**src/rtl/jk_pkg.sv**
```systemverilog
// Shared encodings for JK-cell based counters and dividers.
// Holds the mode select values and the per-cell JK function codes.
package jk_pkg;

  typedef enum logic [1:0] {
    JK_MODE_COUNT = 2'b00,
    JK_MODE_JK    = 2'b01,
    JK_MODE_HOLD  = 2'b10,
    JK_MODE_RSVD  = 2'b11
  } jk_mode_e;

  // {j, k} pair as seen by a single cell
  typedef enum logic [1:0] {
    JK_FN_HOLD   = 2'b00,
    JK_FN_CLEAR  = 2'b01,
    JK_FN_SET    = 2'b10,
    JK_FN_TOGGLE = 2'b11
  } jk_fn_e;

endpackage

```
**src/rtl/jk_cell.sv**
```systemverilog
// Single JK flip-flop with enable; 1-cycle latency, holds whenever en is low.
// Reset is synchronous active-low and forces q to 0.
module jk_cell
  import jk_pkg::*;
(
  input  logic clk,
  input  logic rst_n,
  input  logic en,
  input  logic j,
  input  logic k,
  output logic q,
  output logic qbar
);

  always_ff @(posedge clk) begin
    if (!rst_n) begin
      q <= 1'b0;
    end else if (en) begin
      case (jk_fn_e'({j, k}))
        JK_FN_HOLD:   q <= q;
        JK_FN_CLEAR:  q <= 1'b0;
        JK_FN_SET:    q <= 1'b1;
        JK_FN_TOGGLE: q <= ~q;
        default:      q <= q;
      endcase
    end
  end

  assign qbar = ~q;

endmodule

```
**src/rtl/jk_mod_counter.sv**
```systemverilog
// Modulo-N up/down counter with load, or a raw bank of JK flip-flops; 1-cycle latency.
// No backpressure: load overrides en/mode, en=0 freezes all cells; tc is combinational.
module jk_mod_counter
  import jk_pkg::*;
#(
  parameter int WIDTH    = 4,
  parameter int MODULUS  = 16,
  parameter bit SATURATE = 1'b0
) (
  input  logic             clk,
  input  logic             rst_n,
  input  logic             en,
  input  logic [1:0]       mode,
  input  logic             up,
  input  logic             load,
  input  logic [WIDTH-1:0] load_val,
  input  logic [WIDTH-1:0] j,
  input  logic [WIDTH-1:0] k,
  output logic [WIDTH-1:0] q,
  output logic [WIDTH-1:0] qbar,
  output logic             tc,
  output logic             wrap
);

  // WIDTH-bit constant so MODULUS = 2^WIDTH still fits
  localparam logic [WIDTH-1:0] MAX_VAL = WIDTH'(MODULUS - 1);

  logic [WIDTH-1:0] nq;
  logic [WIDTH-1:0] j_int;
  logic [WIDTH-1:0] k_int;
  logic             wrap_nxt;
  logic             cell_en;

  always_comb begin
    nq       = q;
    wrap_nxt = 1'b0;
    if (load) begin
      nq = (load_val > MAX_VAL) ? MAX_VAL : load_val;
    end else if (en) begin
      case (jk_mode_e'(mode))
        JK_MODE_COUNT: begin
          if (up) begin
            if (q < MAX_VAL) begin
              nq = q + 1'b1;
            end else if (SATURATE) begin
              nq = MAX_VAL;
            end else begin
              nq       = '0;
              wrap_nxt = 1'b1;
            end
          end else begin
            if (q == '0) begin
              if (!SATURATE) begin
                nq       = MAX_VAL;
                wrap_nxt = 1'b1;
              end
            end else if (q > MAX_VAL) begin
              // only reachable after JK mode left an out-of-range value
              nq = MAX_VAL;
            end else begin
              nq = q - 1'b1;
            end
          end
        end
        JK_MODE_JK: nq = (j & ~q) | (~k & q);
        default:    nq = q;
      endcase
    end
  end

  // Every update, including counting and load, goes through the cells as J/K pairs
  assign j_int   = nq & ~q;
  assign k_int   = ~nq & q;
  assign cell_en = load | en;

  for (genvar i = 0; i < WIDTH; i++) begin : g_cell
    jk_cell u_cell (
      .clk  (clk),
      .rst_n(rst_n),
      .en   (cell_en),
      .j    (j_int[i]),
      .k    (k_int[i]),
      .q    (q[i]),
      .qbar (qbar[i])
    );
  end

  always_ff @(posedge clk) begin
    if (!rst_n) begin
      wrap <= 1'b0;
    end else begin
      wrap <= wrap_nxt;
    end
  end

  assign tc = up ? (q >= MAX_VAL) : (q == '0);

endmodule

```
**config.mk**
```make
export PLATFORM = sky130hd
export DESIGN_NAME = jk_mod_counter
export DESIGN_NICKNAME = d
export VERILOG_FILES = /design/src/rtl/jk_pkg.sv /design/src/rtl/jk_cell.sv /design/src/rtl/jk_mod_counter.sv
export SDC_FILE = /design/constraint.sdc
export NUM_CORES = 1
export LEC_CHECK = 0
export BUFFER_PORTS_ARGS = -buffer_cell sky130_fd_sc_hd__buf_2
export CORE_AREA = 2 2 39 41
export CTS_BUF_LIST = sky130_fd_sc_hd__clkbuf_8
export CTS_CLUSTER_DIAMETER = 200
export DETAILED_ROUTE_END_ITERATION = 6
export DIE_AREA = 0 0 41 43
export PLACE_DENSITY = 0.91
export SETUP_SLACK_MARGIN = 0.3
export SLEW_MARGIN = 20
export SYNTH_ARGS = -nofsm -noshare
export SYNTH_HDL_FRONTEND = slang
export SYNTH_SLANG_ARGS = --single-unit
```
**constraint.sdc**
```tcl
create_clock -name clk -period 4.1 [get_ports clk]
set_input_delay 0 -clock clk [delete_from_list [all_inputs] [get_ports clk]]
set_output_delay 0 -clock clk [all_outputs]
set_load 0.02 [all_outputs]
```
-- Word-level counts from Yosys, hierarchy flattened
Cells that the tools add are included.
- ROM bits: 0
- bits in latches: 0
- memories kept: 0
- RAM bits: 0
- word-level logic and storage cells: 71
- bits of input ports: 19
- bits in registers: 5
- reductions and logical operators: 11
- eq/ne operators: 13
- shifts and indexed selects: 0
- bitwise operators: 20
- mux-type cells: 16
- add/sub/neg operators: 2
- multiply operators: 0
- order comparisons: 4
- div/mod/pow operators: 0
- operator list (operator ; number):
    4-bit two-way mux ; 7
    4-bit bitwise AND ; 4
    2-bit equality test (second input constant) ; 8
    4-bit inverter ; 3
    1-bit case mux with 3 select lines ; 4
    1-bit inverter ; 11
    2-bit by 1-bit equality test with 1-bit output (second input constant) ; 5
    2-bit zero test ; 5
    4-bit greater-than comparator (second input constant) ; 2
    4-bit case mux with 2 select lines ; 1
    2-bit AND reduction ; 4
    4-bit by 1-bit adder with 4-bit output (second input constant) ; 1
    4-bit >= comparator (second input constant) ; 1
    4-bit zero test ; 1
    4-bit < comparator (second input constant) ; 1
    1-bit two-way mux ; 4
    4-bit bitwise OR ; 1
    4-bit OR reduction ; 1
    4-bit by 1-bit subtractor with 4-bit output (second input constant) ; 1
    1-bit bitwise OR ; 1

-- Logic depth before layout (Yosys ltp)
Gate-level depths: netlist of run 1.
- depth in word-level cells: 12
- depth in mapped cells: 11
- gate-level depth less buffers: 10

-- By module
From an unflattened synthesis of run 1, not the netlist that was laid out.
- cells, all modules: 87
- area total of the unflattened synthesis: 621.8 µm²
- modules (own cells, without submodules) (module ; seq. area each (µm²) ; area each (µm²) ; cells an instance ; instances):
    jk_mod_counter ; 20.0 ; 436.7 ; 67 ; 1
    jk_cell ; 20.0 ; 46.3 ; 5 ; 4

-- Least setup slack after synthesis of run 1
Ideal clock, no wire load.
- path kind: reg-to-reg
- start point: register g_cell[0].u_cell.q
- end point: register g_cell[0].u_cell.q
- clock period less this slack: 2.099 ns
- buffers on the path: 1
- cell stages (with the launch flop): 11
- path slack: 2.001 ns
- data arrival time: 1.975 ns
- library setup time: 0.124 ns
- data required time: 3.976 ns
- cells stage by stage: dfxtp_1 -> buf_2 -> inv_1 -> ha_1 -> or3b_4 -> a21oi_2 -> o311ai_1 -> o311ai_1 -> ha_1 -> o21ai_0 -> a21boi_0
- RTL lines (element ; line ; RTL):
    start: declaration ; jk_cell.sv:11 ; output logic q,
    start signal: assignment ; jk_cell.sv:20 ; JK_FN_HOLD: q <= q;
    start signal: assignment ; jk_cell.sv:23 ; JK_FN_TOGGLE: q <= ~q;
    start signal: assignment ; jk_cell.sv:24 ; default: q <= q;
    1-bit inverter ; n/a ;
    net g_cell[0].u_cell.qbar ; jk_cell.sv:12 ; output logic qbar
    1-bit case mux with 3 select lines ; jk_cell.sv:19 ; case (jk_fn_e'({j, k}))
The timed path passes the listed nets, and every way through them passes these cells.
A chain may end at the register's enable or synchronous reset.

-- Worst setup path after layout of run 1
- start point: register g_cell[0].u_cell.q
- end point: register g_cell[0].u_cell.q
- longest elaborated chain between the ends: 12
- ends and longest elaborated chain (element):
    branches (longest 12 deep; another with 4-bit by 1-bit subtractor with 4-bit output)
Several ways; the timed one is not identified.

==> reports/metrics.csv, run 1 <==
metric,value,unit
run_status,"finished, final reports clean",
clock_latency,210,ps
syn_to_final_growth,15.82,%
p_per_area,306.0,nW/um^2
rsz0062_at_grt,false,
p_int,0.1555,mW
drc,0,
path_class,reg2reg,
core_area,1384,um^2
place_worst_setup_slack,1768,ps
clockPowerShare,0.356,
dpl.cell_count,120,
synth_most_common_cell,nor2_1,
start_kind,register,
leakage,0.3489,nW
swShare,0.3397,
yosys_most_used_dff,dfxtp_1,
grt_pass1_vias,660,
stdcell_count,124,
hold_depth,2,
syn_inst,91,
tritoncts,done,
final_hold_viol_count,0,
postSynthRegisterBits,5,
clock_skew,1.117,ps
first_pass_iters,4,
yosysSeqAreaShare,0.1507,
r2r_end,g_cell[0].u_cell.q,
hold_buffers,0,
min-delay-path-class,in2reg,
port_buffers,28,
cap_viol_max_count,0,
htreeDepth,1,
start_util,0.4801,
period_minus_slack,2320,ps
routed_wl,1.485,mm
reg2reg_from,g_cell[0].u_cell.q,
cp_data_required_time,4240,ps
grt_max_degree,12,
vias_per_cell,5.524,
overflow,0,
initialDrtViolationCount,11,
cts_max_path_buffers,2,
syn_area_per_cell,7.301,um^2
grtUsageTotal,0.2093,
cts_sinks,5,
rows,14,
cp_max_fo,11,
synth_cell_types,32,
reg2reg_depth,10,
io_pins,29,
ctsResizeCount,0,
die_h,43,um
die_x,41,um
fin_crit_sh,0.5659,
worstHoldStart,rst_n,
synth_area,664.4,um^2
crit_start,g_cell[0].u_cell.q,
synth_top_area_share,0.1507,
place.gp.congestion,0.8469,
syn_nets,116,
power_frac_seq,0.270,
grt_first_pass_wirelength,2.622,mm
dr_total_vias,685,
worst_slack,1780,ps
drive_above_1_share,0.3148,
finalPower,0.2355,mW
combinationalPowerShare,0.374,
p_sw,0.08000,mW
hold_end,g_cell[2].u_cell.q,
synthArstFlopShare,0,
path_clk_slew,30,ps
wl_per_cell,11.98,um
setup_viol,0,
totalNegativeSetupSlack,0,ps
route.antenna.remaining_nets,0,
synthTopCellsByArea,"dfxtp_1 15%, ha_1 11%, buf_4 9.0%",
r2r_setup_slack,1780,ps
synth_top_area_cell,dfxtp_1,
relSlewSlack,0.6686,
hpwlAfterDp,1.198,mm
end_kind,register,
post_cts_buffers,0,
cts_root_buf,clkbuf_8,
antenna_found_initial,0,
yosys_warnings,0,
cp.arrival,2460,ps
final_max_slew_viol_count,0,
synth_commonest_cells,"9 x nor2_1, 8 x buf_4, 8 x nand2_1, 6 x ha_1, 6 x o21ai_0",
fmax,431.0,MHz
vdd_drop_max,240.5,uV
nNetsFinal,134,
synth_enable_flop_cells,0,
num_antenna_cells,0,
worstMarginPinSlew,495.3,ps
fp.dieArea,1763,um^2
numCtsBuffers,3,
[layer usage]
metal  GRT usage  part of all wire  wire length, um
met1      0.2524              0.41              613
met2      0.3594              0.53              792
met3     0.05236             0.053               79
met4     0.03333                 0                0
met5           0                 0                0
[layout make-up]
cell class,instances,area (um^2)
Fill cell,136,614.3
Multi-Input combinational cell,66,445.4
Timing Repair Buffer,28,140.1
Sequential cell,5,100.1
Clock buffer,3,41.29
Tap cell,16,20.02
Inverter,5,18.77
Clock inverter,1,3.754
[cells in the final DEF, fill, tap and decap left out, types with 2 or more instances in the layout]
| cell | count |
|---|---|
| o31ai_1 | 2 |
| inv_1 | 6 |
| nand4_1 | 2 |
| a21oi_1 | 3 |
| ha_1 | 6 |
| a31oi_1 | 2 |
| buf_2 | 28 |
| nand2b_1 | 4 |
| o311ai_1 | 2 |
| a21boi_0 | 5 |
| clkbuf_8 | 3 |
| dfxtp_1 | 5 |
| o211ai_1 | 3 |
| o21ai_0 | 6 |
| nand2_1 | 8 |
| nor2_1 | 9 |
[critical path: stages, from the launching register on]
cell and delay (ps):
dfxtp_1 510, inv_1 160, ha_1 250, or3b_4 250
a21oi_2 50, o311ai_1 270, o311ai_1 150, ha_1 300
nor2_1 100, nand2_1 60, a21boi_0 140
[power groups by stage]
stage	Clock (mW)	Sequential, mW	Combinational [mW]
after floorplan	0	0.0556	0.0835
after global placement	0	0.0638	0.0854
after detailed placement	0	0.0642	0.0882
after CTS	0.0859	0.0635	0.0885
after global routing	0.0905	0.0651	0.0998
final	0.0837	0.0636	0.0881
[worst max path at each step]
stage / to / slack [ps] / depth (start not counted)
2_1_floorplan: g_cell[0].u_cell.q / 2000 / 10
3_3_place_gp: g_cell[0].u_cell.q / 1890 / 9
3_5_place_dp: g_cell[0].u_cell.q / 1770 / 10
4_1_cts: g_cell[0].u_cell.q / 1760 / 10
5_1_grt: g_cell[0].u_cell.q / 1560 / 10
6_report: g_cell[0].u_cell.q / 1780 / 10
[flip-flops by register name (all words and copies together) (netlist names)]
name	count
g_cell.u_cell.q	4
wrap	1
[through the flow]
stage                     hold WS [ps]    util  cell area [um^2]
after floorplan                  153.8       -             664.4
after global placement           301.8  0.5235             724.4
after detailed placement         310.0  0.5235             724.4
after CTS                        87.61  0.5561             769.5
after global routing             91.99  0.5561             769.5
final                            86.91  0.5561             769.5
[kinds of logic after synthesis]
| kind of cell | Yosys count | synth area share |
|---|---|---|
| AOI/OAI and AO/OA | 30 | 0.3145 |
| adders and majority gates | 6 | 0.1130 |
| muxes | 1 | 0.01507 |
| DFF | 5 | 0.1507 |
| and+or+nand+nor | 27 | 0.2015 |
| xor gates and xnor gates | 2 | 0.02637 |
| buffers and inverters | 20 | 0.1789 |
Note: power is estimated with default switching activity, not from simulation.
==> inputs of run 2 (changes only) <==
--- a/config.mk
+++ b/config.mk
@@ -6,12 +6,11 @@
 export NUM_CORES = 1
 export LEC_CHECK = 0
 export BUFFER_PORTS_ARGS = -buffer_cell sky130_fd_sc_hd__buf_2
-export CORE_AREA = 2 2 39 41
+export CORE_UTILIZATION = 43
 export CTS_BUF_LIST = sky130_fd_sc_hd__clkbuf_8
 export CTS_CLUSTER_DIAMETER = 200
 export DETAILED_ROUTE_END_ITERATION = 6
-export DIE_AREA = 0 0 41 43
-export PLACE_DENSITY = 0.91
+export PLACE_DENSITY = 0.83
 export SETUP_SLACK_MARGIN = 0.3
 export SLEW_MARGIN = 20
 export SYNTH_ARGS = -nofsm -noshare
==> constraint.sdc (replaced) <==
create_clock -name clk -period 2 [get_ports clk]
set_input_delay 0 -clock clk [delete_from_list [all_inputs] [get_ports clk]]
set_output_delay 0 -clock clk [all_outputs]
set_load 0.02 [all_outputs]
==> reports/metrics.csv, run 2 (synthesis gave the netlist of run 1 again) <==
metric,value,unit,change
route.antenna.remaining_nets,0,,unchanged
io_pins,29,,unchanged
worstMarginPinSlew,580.4,ps,+85.06 ps
cp_data_required_time,2140,ps,-2100 ps
largest-register,g_cell.u_cell.q,,
cp_cell_sequence,inv_6 -> ha_4 -> or3b_4 -> a21oi_2 -> o311ai_2 -> o311ai_2 -> ha_1 -> nor2_1 -> nand2_1 -> a21boi_1,,
cpPeakStageDelay,380,ps,-130 ps
crit_top_cell,o311ai_2,,
period_minus_slack,1927,ps,-393.6 ps
setup_viol,0,,unchanged
core_area,1366,um^2,-1.3%
drc,0,,unchanged
vias_per_cell,5.458,,-1.2%
overflow,0,,unchanged
cp_max_fo,3,,-8
final_cell_mix,"28 x buf_2, 8 x nand2_1, 8 x nor2_1",,
die_x,41.31,um,+0.74%
place_area,773.2,um^2,+6.7%
first_pass_iters,4,,unchanged
routed_wl,1.719,mm,+16%
utilization,0.6584,,+0.1024
fin_crit_sh,0.9633,,+0.3974
htreeDepth,1,,unchanged
drive_above_1_share,0.4483,,+0.1335
vdd_drop_max,523.2,uV,+120%
leakage,0.4041,nW,+16%
cts_sinks,5,,unchanged
path_clk_slew,30,ps,about the same
grt_max_degree,11,,-1
antenna_found_initial,0,,unchanged
path_buf_inv,1,,unchanged
totalNegativeSetupSlack,0,ps,unchanged
largest_register_ffs,4,,unchanged
nNetsFinal,142,,+6.0%
tritoncts,done,,
start_kind,register,,
largestRegisters,"g_cell.u_cell.q: 4 flops, wrap: 1 flops",,
cts_root_buf,clkbuf_8,,
numCtsBuffers,3,,unchanged
die_h,41.31,um,-3.9%
end_kind,register,,
num_antenna_cells,0,,unchanged
run_status,"finished, final reports clean",,
p_per_area,600.2,nW/um^2,+96%
fmax,519.0,MHz,+20%
rows,13,,-1
hold_buffers,0,,unchanged
path_class,reg2reg,,
cpMaxStageDelayCell,or3b_4,,
rsz0062_at_grt,true,,
mostFrequentLayoutCell,buf_2,,
stdcell_count,131,,+5.6%
syn_to_final_growth,35.40,%,
initialDrtViolationCount,17,,+6
dpl.cell_count,123,,+2.5%
wl_per_cell,13.12,um,+9.6%
grtUsageTotal,0.2412,,+0.03189
start_util,0.4863,,+0.006155
cts_max_path_buffers,2,,unchanged
place.gp.congestion,0.8280,,-2.2%
grt_first_pass_wirelength,2.711,mm,+3.4%
clock_latency,220,ps,about the same
clock_skew,0.3650,ps,-0.7520 ps
min-delay-path-class,in2reg,,
final_max_slew_viol_count,0,,unchanged
final_cell_area,899.6,um^2,+17%
grt_pass1_vias,685,,+3.8%
dr_total_vias,715,,+4.4%
critical-path-top-delay-family,simple AND/OR/NAND/NOR gates,,
final_hold_viol_count,0,,unchanged
cap_viol_max_count,0,,unchanged
hpwlAfterDp,1.304,mm,+8.9%
port_buffers,28,,unchanged
relSlewSlack,0.6116,,-0.05692
fp.dieArea,1706,um^2,-3.2%
cp.arrival,2060,ps,-400 ps
timing.hold.ws,79.81,ps,-7.104 ps
run 2: repair_timing:
item	in CTS	in global routing
pin swaps	3	9
endpoints found under the setup margin	4	4
resized for setup	4	11
setup buffers	4	0
run 2: layout make-up:
class | count | area, um^2
Multi-Input combinational cell | 66 | 494.2
Fill cell | 127 | 466.7
Timing Repair Buffer | 36 | 207.7
Sequential cell | 5 | 107.6
Clock buffer | 3 | 41.29
Inverter | 5 | 26.28
Tap cell | 15 | 18.77
Clock inverter | 1 | 3.754
run 2: where the power goes:
group	switching, mW	total (mW)	internal (mW)	leakage (nW)
logic	0.128	0.240	0.112	0.335
clock network	0.0465	0.178	0.131	0.0269
registers	0.0145	0.123	0.108	0.0422
total	0.189	0.540	0.351	0.404
run 2: final timing paths:
check / startpoint / endpoint / slack, ps / cells past startpoint
min: rst_n / g_cell[1].u_cell.q / 80 / 2
max reg2reg: g_cell[0].u_cell.q / g_cell[0].u_cell.q / 70 / 10
min reg2reg: g_cell[0].u_cell.q / g_cell[0].u_cell.q / 650 / 3
max: g_cell[0].u_cell.q / g_cell[0].u_cell.q / 70 / 10
run 2: routing by layer:
metal	vias to the layer above	part of all wire	wire length, um	GRT usage
met5	-	0	0	0
li1	365	-	-	-
met3	0	0.058	100	0.06383
met2	26	0.51	883	0.4766
met4	0	0	0	0.008065
met1	324	0.43	734	0.2660
run 2: worst reg2reg max path, cell delays in order, from the launching register on:
cell	delay, ps
dfxtp_4	350
inv_6	60
ha_4	130
or3b_4	380
a21oi_2	160
o311ai_2	100
o311ai_2	120
ha_1	280
nor2_1	90
nand2_1	60
a21boi_1	120
run 2: metrics by stage:
step / power (mW) / setup slack [ps]
2_1_floorplan: 0.2964 / 125.5
3_3_place_gp: 0.3264 / 134.0
3_5_place_dp: 0.3326 / 29.49
4_1_cts: 0.5246 / 68.42
5_1_grt: 0.5837 / -62.66
6_report: 0.5400 / 73.32
==> inputs of run 3 (changes only) <==
==> constraint.sdc (replaced) <==
create_clock -name clk -period 1.6 [get_ports clk]
set_input_delay 0 -clock clk [delete_from_list [all_inputs] [get_ports clk]]
set_output_delay 0 -clock clk [all_outputs]
set_load 0.02 [all_outputs]
==> reports/metrics.csv, run 3 (synthesis gave the netlist of run 1 again) <==
metric,value,unit,change
run_status,finished with violations,,
violations,negative setup slack,,
finalPower,0.7219,mW,+34%
numCtsBuffers,3,,unchanged
largest-register,g_cell.u_cell.q,,
tritoncts,done,,
hold_end,g_cell[0].u_cell.q,,
place.gp.congestion,0.7950,,-4.0%
r2r_end,g_cell[2].u_cell.q,,
fin_crit_sh,1.219,,+0.2556
cts_max_path_buffers,2,,unchanged
timing.hold.ws,82.69,ps,+2.882 ps
routed_wl,1.883,mm,+9.5%
path_class,reg2reg,,
final_hold_viol_count,0,,unchanged
dr_total_vias,759,,+6.2%
cap_viol_max_count,0,,unchanged
grt_max_degree,11,,unchanged
totalNegativeSetupSlack,-1243,ps,-1243 ps
cts_root_buf,clkbuf_8,,
hpwlAfterDp,1.323,mm,+1.4%
largest_register_ffs,4,,unchanged
core_area,1366,um^2,unchanged
port_buffers,28,,unchanged
htreeDepth,1,,unchanged
first_pass_iters,4,,unchanged
num_antenna_cells,0,,unchanged
wl_per_cell,13.45,um,+2.5%
clock_skew,0.5699,ps,+0.2049 ps
final_max_slew_viol_count,0,,unchanged
nNetsFinal,151,,+6.3%
syn_to_final_growth,46.33,%,
worstHoldStart,rst_n,,
io_pins,29,,unchanged
setup_viol,6,,+6
overflow,0,,unchanged
fp.dieArea,1706,um^2,unchanged
cp_data_required_time,1740,ps,-400 ps
grt_first_pass_wirelength,2.856,mm,+5.3%
vdd_drop_max,820.2,uV,+57%
worstMarginPinSlew,510.8,ps,-69.57 ps
period_minus_slack,1950,ps,+23.63 ps
p_per_area,742.6,nW/um^2,+24%
grt_pass1_vias,657,,-4.1%
start_kind,register,,
reg2reg_depth,10,,unchanged
grtUsageTotal,0.2500,,+0.008850
leakage,0.4493,nW,+11%
reg2reg_from,g_cell[1].u_cell.q,,
initialDrtViolationCount,10,,-7
hold_depth,2,,unchanged
start_util,0.4863,,unchanged
drive_above_1_share,0.4880,,+0.03972
vias_per_cell,5.421,,-0.67%
rows,13,,unchanged
cp.arrival,2090,ps,+30 ps
rsz0062_at_grt,true,,
die_x,41.31,um,unchanged
route.antenna.remaining_nets,0,,unchanged
cts_sinks,5,,unchanged
largestRegisters,"g_cell.u_cell.q: 4 flops, wrap: 1 flops",,
min-delay-path-class,in2reg,,
relSlewSlack,0.6582,,+0.04655
fmax,512.7,MHz,-1.2%
worst_slack,-350.3,ps,-423.6 ps
path_clk_slew,40,ps,about the same
drc,0,,unchanged
final_cell_mix,"27 x buf_2, 15 x buf_4, 9 x nor2_1",,
end_kind,register,,
cp_max_fo,4,,+1
place_worst_setup_slack,-343.5,ps,-373.0 ps
clock_latency,220,ps,about the same
mostFrequentLayoutCell,buf_2,,
antenna_found_initial,0,,unchanged
die_h,41.31,um,unchanged
r2r_setup_slack,-350,ps,-420 ps
run 3: metal layers:
| metal | wire [um] | global-route usage | part of all wire | vias up |
|---|---|---|---|---|
| met5 | 0 | 0 | 0 | - |
| met4 | 0 | 0 | 0 | 0 |
| met3 | 90 | 0.05319 | 0.048 | 0 |
| met2 | 943 | 0.4570 | 0.50 | 26 |
| met1 | 849 | 0.3173 | 0.45 | 347 |
| li1 | - | - | - | 386 |
run 3: how the worst max path moves through the flow:
stage / endpoint / from / slack [ps]
5_1_grt: g_cell[2].u_cell.q / g_cell[1].u_cell.q / -440
2_1_floorplan: g_cell[0].u_cell.q / g_cell[0].u_cell.q / -270
3_3_place_gp: g_cell[2].u_cell.q / g_cell[1].u_cell.q / -300
4_1_cts: g_cell[0].u_cell.q / g_cell[0].u_cell.q / -280
6_report: g_cell[2].u_cell.q / g_cell[1].u_cell.q / -350
3_5_place_dp: g_cell[2].u_cell.q / g_cell[1].u_cell.q / -340
run 3: what timing repair did:
action                                 4_1_cts  5_1_grt
pin swaps                                   10       16
cloned                                       0        0
hold buffers                                 0        0
resized for setup                           11        6
endpoints found under the hold margin        0        0
buffers inserted                             4        0
setup endpoints to repair                    6        6
run 3: power by group:
group	internal [mW]	total, mW	switching (mW)
Clock	0.164	0.224	0.0596
Sequential	0.136	0.152	0.0161
Combinational	0.169	0.346	0.177
run 3: layout make-up:
| type | count | area (um^2) |
|---|---|---|
| Multi-Input combinational cell | 66 | 498.0 |
| Fill cell | 116 | 394.1 |
| Tap cell | 15 | 18.77 |
| Clock buffer | 3 | 41.29 |
| Inverter | 5 | 23.77 |
| Timing Repair Buffer | 45 | 281.5 |
| Sequential cell | 5 | 105.1 |
| Clock inverter | 1 | 3.754 |
run 3: through the flow:
step | instances | utilization | area (um^2)
after detailed placement | 132 | 0.6154 | 840.8
after global routing | 140 | 0.7115 | 972.2
after floorplan | 91 | - | 696.9
after CTS | 140 | 0.6886 | 940.9
after global placement | 132 | 0.6154 | 840.8
final | 140 | 0.7115 | 972.2
run 3: critical path: stages (launching register included):
cell and delay (ps):
dfxtp_2 320, buf_6 130, ha_4 170, mux2i_2 150, xnor2_1 100, o211ai_1 200, o311a_1 220, ha_1 260
nor2_1 110, nand2_1 70, a21boi_1 150
